### config.mk
export PLATFORM = sky130hd
export DESIGN_NAME = carry_save_resolver
export DESIGN_NICKNAME = d
export VERILOG_FILES = /design/src/rtl/carry_save_resolver.sv
export SDC_FILE = /design/constraint.sdc
export NUM_CORES = 1
export LEC_CHECK = 0
export BUFFER_PORTS_ARGS = -buffer_cell sky130_fd_sc_hd__buf_2
export CORE_MARGIN = 5
export CORE_UTILIZATION = 58
export CTS_CLUSTER_SIZE = 8
export DETAILED_ROUTE_END_ITERATION = 16
export HOLD_SLACK_MARGIN = 0.12
export PLACE_DENSITY_LB_ADDON = 0.25
export SLEW_MARGIN = 20
export SYNTH_ARGS = -nofsm -noshare
export SYNTH_HDL_FRONTEND = slang
export SYNTH_SLANG_ARGS = --single-unit
export TNS_END_PERCENT = 30
### constraint.sdc
create_clock -name clk -period 3.8 [get_ports clk]
set_input_delay 0.57 -clock clk [delete_from_list [all_inputs] [get_ports clk]]
set_output_delay 0.57 -clock clk [all_outputs]
set_load 0.1 [all_outputs]
### src/rtl/carry_save_resolver.sv
// Chunk-serial resolver: folds a carry-save pair (sum, carry<<1) into one exact
// binary value, CHUNK bits per cycle. Optional overflow flag: CARRY_SAVE_RESOLVER_OVF_EN.

module csr_chunk_add #(
  parameter int CHUNK = 4
) (
  input  logic [CHUNK-1:0] a_i,
  input  logic [CHUNK-1:0] b_i,
  input  logic             ci_i,
  output logic [CHUNK-1:0] s_o,
  output logic             co_o
);
  logic [CHUNK:0] full;
  assign full = {1'b0, a_i} + {1'b0, b_i} + (CHUNK+1)'(ci_i);
  assign s_o  = full[CHUNK-1:0];
  assign co_o = full[CHUNK];
endmodule

module carry_save_resolver #(
  parameter int WIDTH = 16,
  parameter int CHUNK = 4
) (
  input  logic             clk,
  input  logic             rst_n,
  input  logic             in_valid,
  output logic             in_ready,
  input  logic [WIDTH-1:0] sum_in,
  input  logic [WIDTH-1:0] carry_in,
  output logic             out_valid,
  input  logic             out_ready,
`ifdef CARRY_SAVE_RESOLVER_OVF_EN
  output logic             overflow,
`endif
  output logic [WIDTH+1:0] result
);
  localparam int N  = WIDTH / CHUNK;
  localparam int CW = $clog2(N) + 1;

  typedef enum logic [1:0] {IDLE, BUSY, DONE} state_t;

  state_t           state_q, state_d;
  logic [WIDTH-1:0] a_q, a_d;
  logic [WIDTH:0]   b_q, b_d;
  logic [CW-1:0]    cnt_q, cnt_d;
  logic             cy_q, cy_d;
  logic [WIDTH+1:0] res_q, res_d;

  logic [CHUNK-1:0] ch_sum;
  logic             ch_co;

  // Operands shift right each cycle so the active chunk always sits at bit 0.
  csr_chunk_add #(.CHUNK(CHUNK)) u_add (
    .a_i  (a_q[CHUNK-1:0]),
    .b_i  (b_q[CHUNK-1:0]),
    .ci_i (cy_q),
    .s_o  (ch_sum),
    .co_o (ch_co)
  );

  always_comb begin
    state_d = state_q;
    a_d     = a_q;
    b_d     = b_q;
    cnt_d   = cnt_q;
    cy_d    = cy_q;
    res_d   = res_q;
    unique case (state_q)
      IDLE: begin
        if (in_valid) begin
          a_d     = sum_in;
          b_d     = {carry_in, 1'b0};
          cnt_d   = '0;
          cy_d    = 1'b0;
          state_d = BUSY;
        end
      end
      BUSY: begin
        a_d   = a_q >> CHUNK;
        b_d   = b_q >> CHUNK;
        cy_d  = ch_co;
        cnt_d = cnt_q + CW'(1);
        // Low result half fills from the top; after N chunks it is aligned.
        res_d[WIDTH-1:0] = (res_q[WIDTH-1:0] >> CHUNK) | (WIDTH'(ch_sum) << (WIDTH - CHUNK));
        if (cnt_q == CW'(N - 1)) begin
          // b_q[CHUNK] is the shifted-down carry_in[WIDTH-1].
          res_d[WIDTH+1:WIDTH] = {1'b0, b_q[CHUNK]} + {1'b0, ch_co};
          cnt_d   = cnt_q;
          state_d = DONE;
        end
      end
      DONE: begin
        if (out_ready) state_d = IDLE;
      end
      default: state_d = IDLE;
    endcase
  end

  always_ff @(posedge clk or negedge rst_n) begin
    if (!rst_n) begin
      state_q <= IDLE;
      a_q     <= '0;
      b_q     <= '0;
      cnt_q   <= '0;
      cy_q    <= 1'b0;
      res_q   <= '0;
    end else begin
      state_q <= state_d;
      a_q     <= a_d;
      b_q     <= b_d;
      cnt_q   <= cnt_d;
      cy_q    <= cy_d;
      res_q   <= res_d;
    end
  end

  assign in_ready  = (state_q == IDLE);
  assign out_valid = (state_q == DONE);
  assign result    = res_q;

`ifdef CARRY_SAVE_RESOLVER_OVF_EN
  assign overflow = (state_q == DONE) & (|res_q[WIDTH+1:WIDTH]);
`endif

endmodule

Word-level counts from Yosys, hierarchy flattened
Index checks and enable logic that the tools add are counted.
W data, S select, Z words.
Storage, ports and cells
  input port bits: 36
  flip-flop bits (word level): 57
  word-level logic and storage cells: 38
  output and inout port bits: 20
Operators by class
  mux-type cells: 13
  equal/unequal tests: 7
  bitwise operators: 1
  add/sub/neg operators: 4
  reduce and logical (&&, ||, !) cells: 6
Operators by type and width (count)
  $pmux W17 S2: 1
  $pmux W16 S2: 1
  $mux W17: 1
  $mux W16: 1
  $or A12 B16 Y16: 1
  $mux W2: 3
  $mux W3: 2
  $ne A2 B2 Y1 const B: 3
  $pmux W2 S3: 1
  $pmux W3 S2: 1
  $reduce_and A3 Y1: 2
  $add A4 B4 Y5: 1
  $add A5 B1 Y5: 1
  $reduce_and A2 Y1: 2
  $add A3 B1 Y3 const B: 1
  $eq A3 B2 Y1 const B: 1
  $add A1 B1 Y2: 1
  $eq A2 B1 Y1 const B: 1
  $eq A2 B2 Y1 const B: 1
  $logic_not A2 Y1: 1
  $ne A2 B1 Y1 const B: 1
  $pmux W1 S2: 1
  $reduce_bool A2 Y1: 1
  $mux W1: 1

Logic depth before layout (Yosys ltp)
  depth after elaboration: 3
  depth in mapped cells: 8
  depth with buffers taken out: 8

By module
From an unflattened synthesis, not the netlist that was laid out.
Unflattened totals
  cells, all modules: 251
  area, all modules: 2552.4 µm²
Modules (own cells, without submodules)
  carry_save_resolver: area an instance 2408.6 µm², sequential area each 1426.4 µm², times used 1, cells an instance 235
  csr_chunk_add: area an instance 143.9 µm², sequential area each 0.0 µm², times used 1, cells an instance 16

Worst setup path after synthesis
Ideal clock, no wire load.
  kind: register to output
  start point: register state_q[0]
  end point: output in_ready
  arrival time: 1.813 ns
  required time: 3.230 ns
  cell stages (with the launch flop): 3
  slack: 1.417 ns
  path buffers: 1
  cells stage by stage: dfrtp_1 -> buf_2 -> nor2_1
On the way
  cells in the longest elaborated chain, start to end: 1
Ends and longest elaborated chain
  start: declaration: line 41  | state_t state_q, state_d;
  start signal: assignment: line 107  | state_q <= state_d;
  $logic_not A2 Y1: line 116  | assign in_ready = (state_q == IDLE);
  end: declaration: line 26  | output logic in_ready,
No other way between the ends.

Final worst setup path
  start point: register state_q[0]
  end point: output out_valid
On the way
  cells in the longest elaborated chain, start to end: 1
Ends and longest elaborated chain
  $eq A2 B2 Y1: line 117  | assign out_valid = (state_q == DONE);
  end: declaration: line 29  | output logic out_valid,
No other way between the ends.

==> results.json <==
{
  "rows": 24,
  "layout_min_cycle_time_ps": 2130,
  "tightest_slew_ps": 1030,
  "hold_path.class": "input pin to async pin",
  "gp_congestion": 0.787,
  "syn_inst": 254,
  "cts_tree": "done",
  "yosysMostFrequentCell": "nand2_1",
  "fin_nets": 352,
  "post_cts_buffers": 0,
  "port-buffer-count": 55,
  "pin_count": 56,
  "fin_util": 0.707,
  "drtIter0Drc": 112,
  "ys_top_cells_by_area": "dfrtp_1, nand2_1, mux2i_1",
  "wire_per_inst_um": 14.1,
  "stdcell_count": 364,
  "die_area_mm2": 0.00600,
  "cts_hold_buf": 0,
  "async_flop_share": 1.00,
  "drc": 0,
  "synthesis.area_mm2": 0.00264,
  "cp_max_fo": 13,
  "clockBufferDepth": 2,
  "skew_ps": 6.08,
  "hpwlAfterDp_mm": 3.47,
  "cts_resized": 0,
  "synth.distinct_cells": 29,
  "synth_common_cells": "nand2_1, dfrtp_1, o21ai_0",
  "cts_htree_levels": 3,
  "path_clk_slew_ps": 60,
  "ys_warn_count": 0,
  "crit_type": "register to output port",
  "r2r_slack_ps": 1720,
  "root_buffer": "clkbuf_8",
  "fmax_mhz": 469,
  "core_mm2": 0.00438,
  "finalSetupViolCount": 0,
  "placed_cells": 349,
  "dr.pass1.iters": 4,
  "worstSetupEndpointType": "output port",
  "n_antenna_cell": 0,
  "finalHoldViolations": 0,
  "setup-tns-final_ps": 0,
  "crit_required_ps": 3230,
  "syn_area_per_cell_um2": 10.4,
  "synth_top_area_frac": 0.540,
  "yosys_register_bits": 57,
  "grt_start_max_net_pins": 56,
  "synth_top_flop_cell": "dfrtp_1",
  "r2r-end": "result[16]$_DFFE_PN0P_",
  "synth_nets": 298,
  "rr_worst_depth": 8,
  "die_x_um": 77.5,
  "synth-edff-count": 0,
  "maxSlewHeadroom": 0.313,
  "insertion_delay_ps": 320,
  "max_cap_violations": 0,
  "drive_gt1_frac": 0.250,
  "crit_path_start_kind": "register",
  "drv_slew": 0,
  "avgViaCountPerCell": 5.28,
  "status": "completed",
  "antenna_found_initial": 0,
  "grtUsageTotal": 0.185,
  "rsz0062_at_grt": "no",
  "crit_chain": "nand2b_1 > inv_1 > buf_2",
  "grt_pass1_vias": 1963,
  "ys_seq_area_frac": 0.540,
  "grt_pass1_wl_mm": 8.85,
  "yosysTopAreaCell": "dfrtp_1",
  "critPathSlowestCell": "dfrtp_1",
  "max_stage_delay_ps": 530,
  "cts_buffers": 9,
  "postRouteAntennaNets": 0,
  "period_share": 0.561,
  "area_growth_pct": 17.4,
  "start_util": 0.602,
  "cts.sinks": 57,
  "die_h_um": 77.5,
  "reg2reg_from": "a_q[0]$_DFFE_PN0P_",
  "overflow": 0,
  "num_vias": 1923,
  "cp.arrival_ps": 1560,
  "routed_wl_mm": 5.12
}
## cell families (layout without fill, tap and decap cells)
family,count (synthesis),count (layout),synth area share
adders and majority gates,8,8,0.0436
and+or+nand+nor,90,90,0.148
buffers and inverters,22,80,0.0512
DFF,57,57,0.540
muxes,26,26,0.0995
xor gates and xnor gates,1,1,0.00332
AOI/OAI and AO/OA,50,50,0.115
## cells in the final DEF, fill, tap and decap left out, types with 2 or more instances in the layout
| master | count |
|---|---|
| buf_2 | 55 |
| clkbuf_8 | 11 |
| clkinv_2 | 2 |
| dfrtp_1 | 57 |
| nand2_1 | 71 |
| a22o_1 | 6 |
| mux2_2 | 2 |
| fa_1 | 2 |
| mux2i_1 | 24 |
| ha_1 | 6 |
| nor2b_1 | 6 |
| a21oi_1 | 4 |
| inv_1 | 8 |
| or3_1 | 2 |
| buf_4 | 2 |
| nor2_1 | 2 |
| nand2b_1 | 4 |
| o21ai_0 | 34 |
## through the flow
stage          instance area (um2)  setup slack, ps  hold WS, ps
2_1_floorplan                 2640             1420          274
3_3_place_gp                  2900             1710          453
3_5_place_dp                  2900             1660          458
4_1_cts                       3100             1640          305
5_1_grt                       3100             1540          352
6_report                      3100             1670          296
## layout make-up
class | instances | area (um2)
Clock buffer | 12 | 155
Clock inverter | 3 | 40.0
Fill cell | 349 | 1280
Inverter | 8 | 30.0
Multi-Input combinational cell | 175 | 1090
Sequential cell | 57 | 1430
Tap cell | 52 | 65.1
Timing Repair Buffer | 57 | 290
## metal layers
metal / wire, um / vias up / track usage / share of wire
met4: 96 / 0 / 0.110 / 0.019
met3: 313 / 13 / 0.0428 / 0.061
met1: 2360 / 883 / 0.250 / 0.46
met5: 0 / - / 0 / 0
li1: - / 966 / - / -
met2: 2350 / 61 / 0.273 / 0.46
## worst max path at each step
stage,startpoint,to,slack [ps],depth (start not counted)
6_report,state_q[0]$_DFFE_PN0P_,out_valid,1670,3
3_3_place_gp,state_q[1]$_DFFE_PN0P_,result[15]$_DFFE_PN0N_,1710,3
2_1_floorplan,state_q[0]$_DFFE_PN0P_,in_ready,1420,2
5_1_grt,a_q[0]$_DFFE_PN0P_,result[16]$_DFFE_PN0P_,1540,8
4_1_cts,state_q[1]$_DFFE_PN0P_,result[15]$_DFFE_PN0N_,1640,3
3_5_place_dp,state_q[1]$_DFFE_PN0P_,result[15]$_DFFE_PN0N_,1660,3
## flip-flops by register name, indices dropped and copies added (netlist names)
| name | flops |
|---|---|
| a_q | 16 |
| b_q | 17 |
| cnt_q | 3 |
| cy_q | 1 |
| result | 18 |
| state_q | 2 |
## critical path: cells and delay by family (launching register included)
| family | cells | cell delay (ps) |
|---|---|---|
| DFF | 1 | 530 |
| and+or+nand+nor | 1 | 230 |
| buffers and inverters | 2 | 470 |
Power is not shown: default switching activity piles up to over one toggle a cycle in this logic, so the estimate is an artifact.
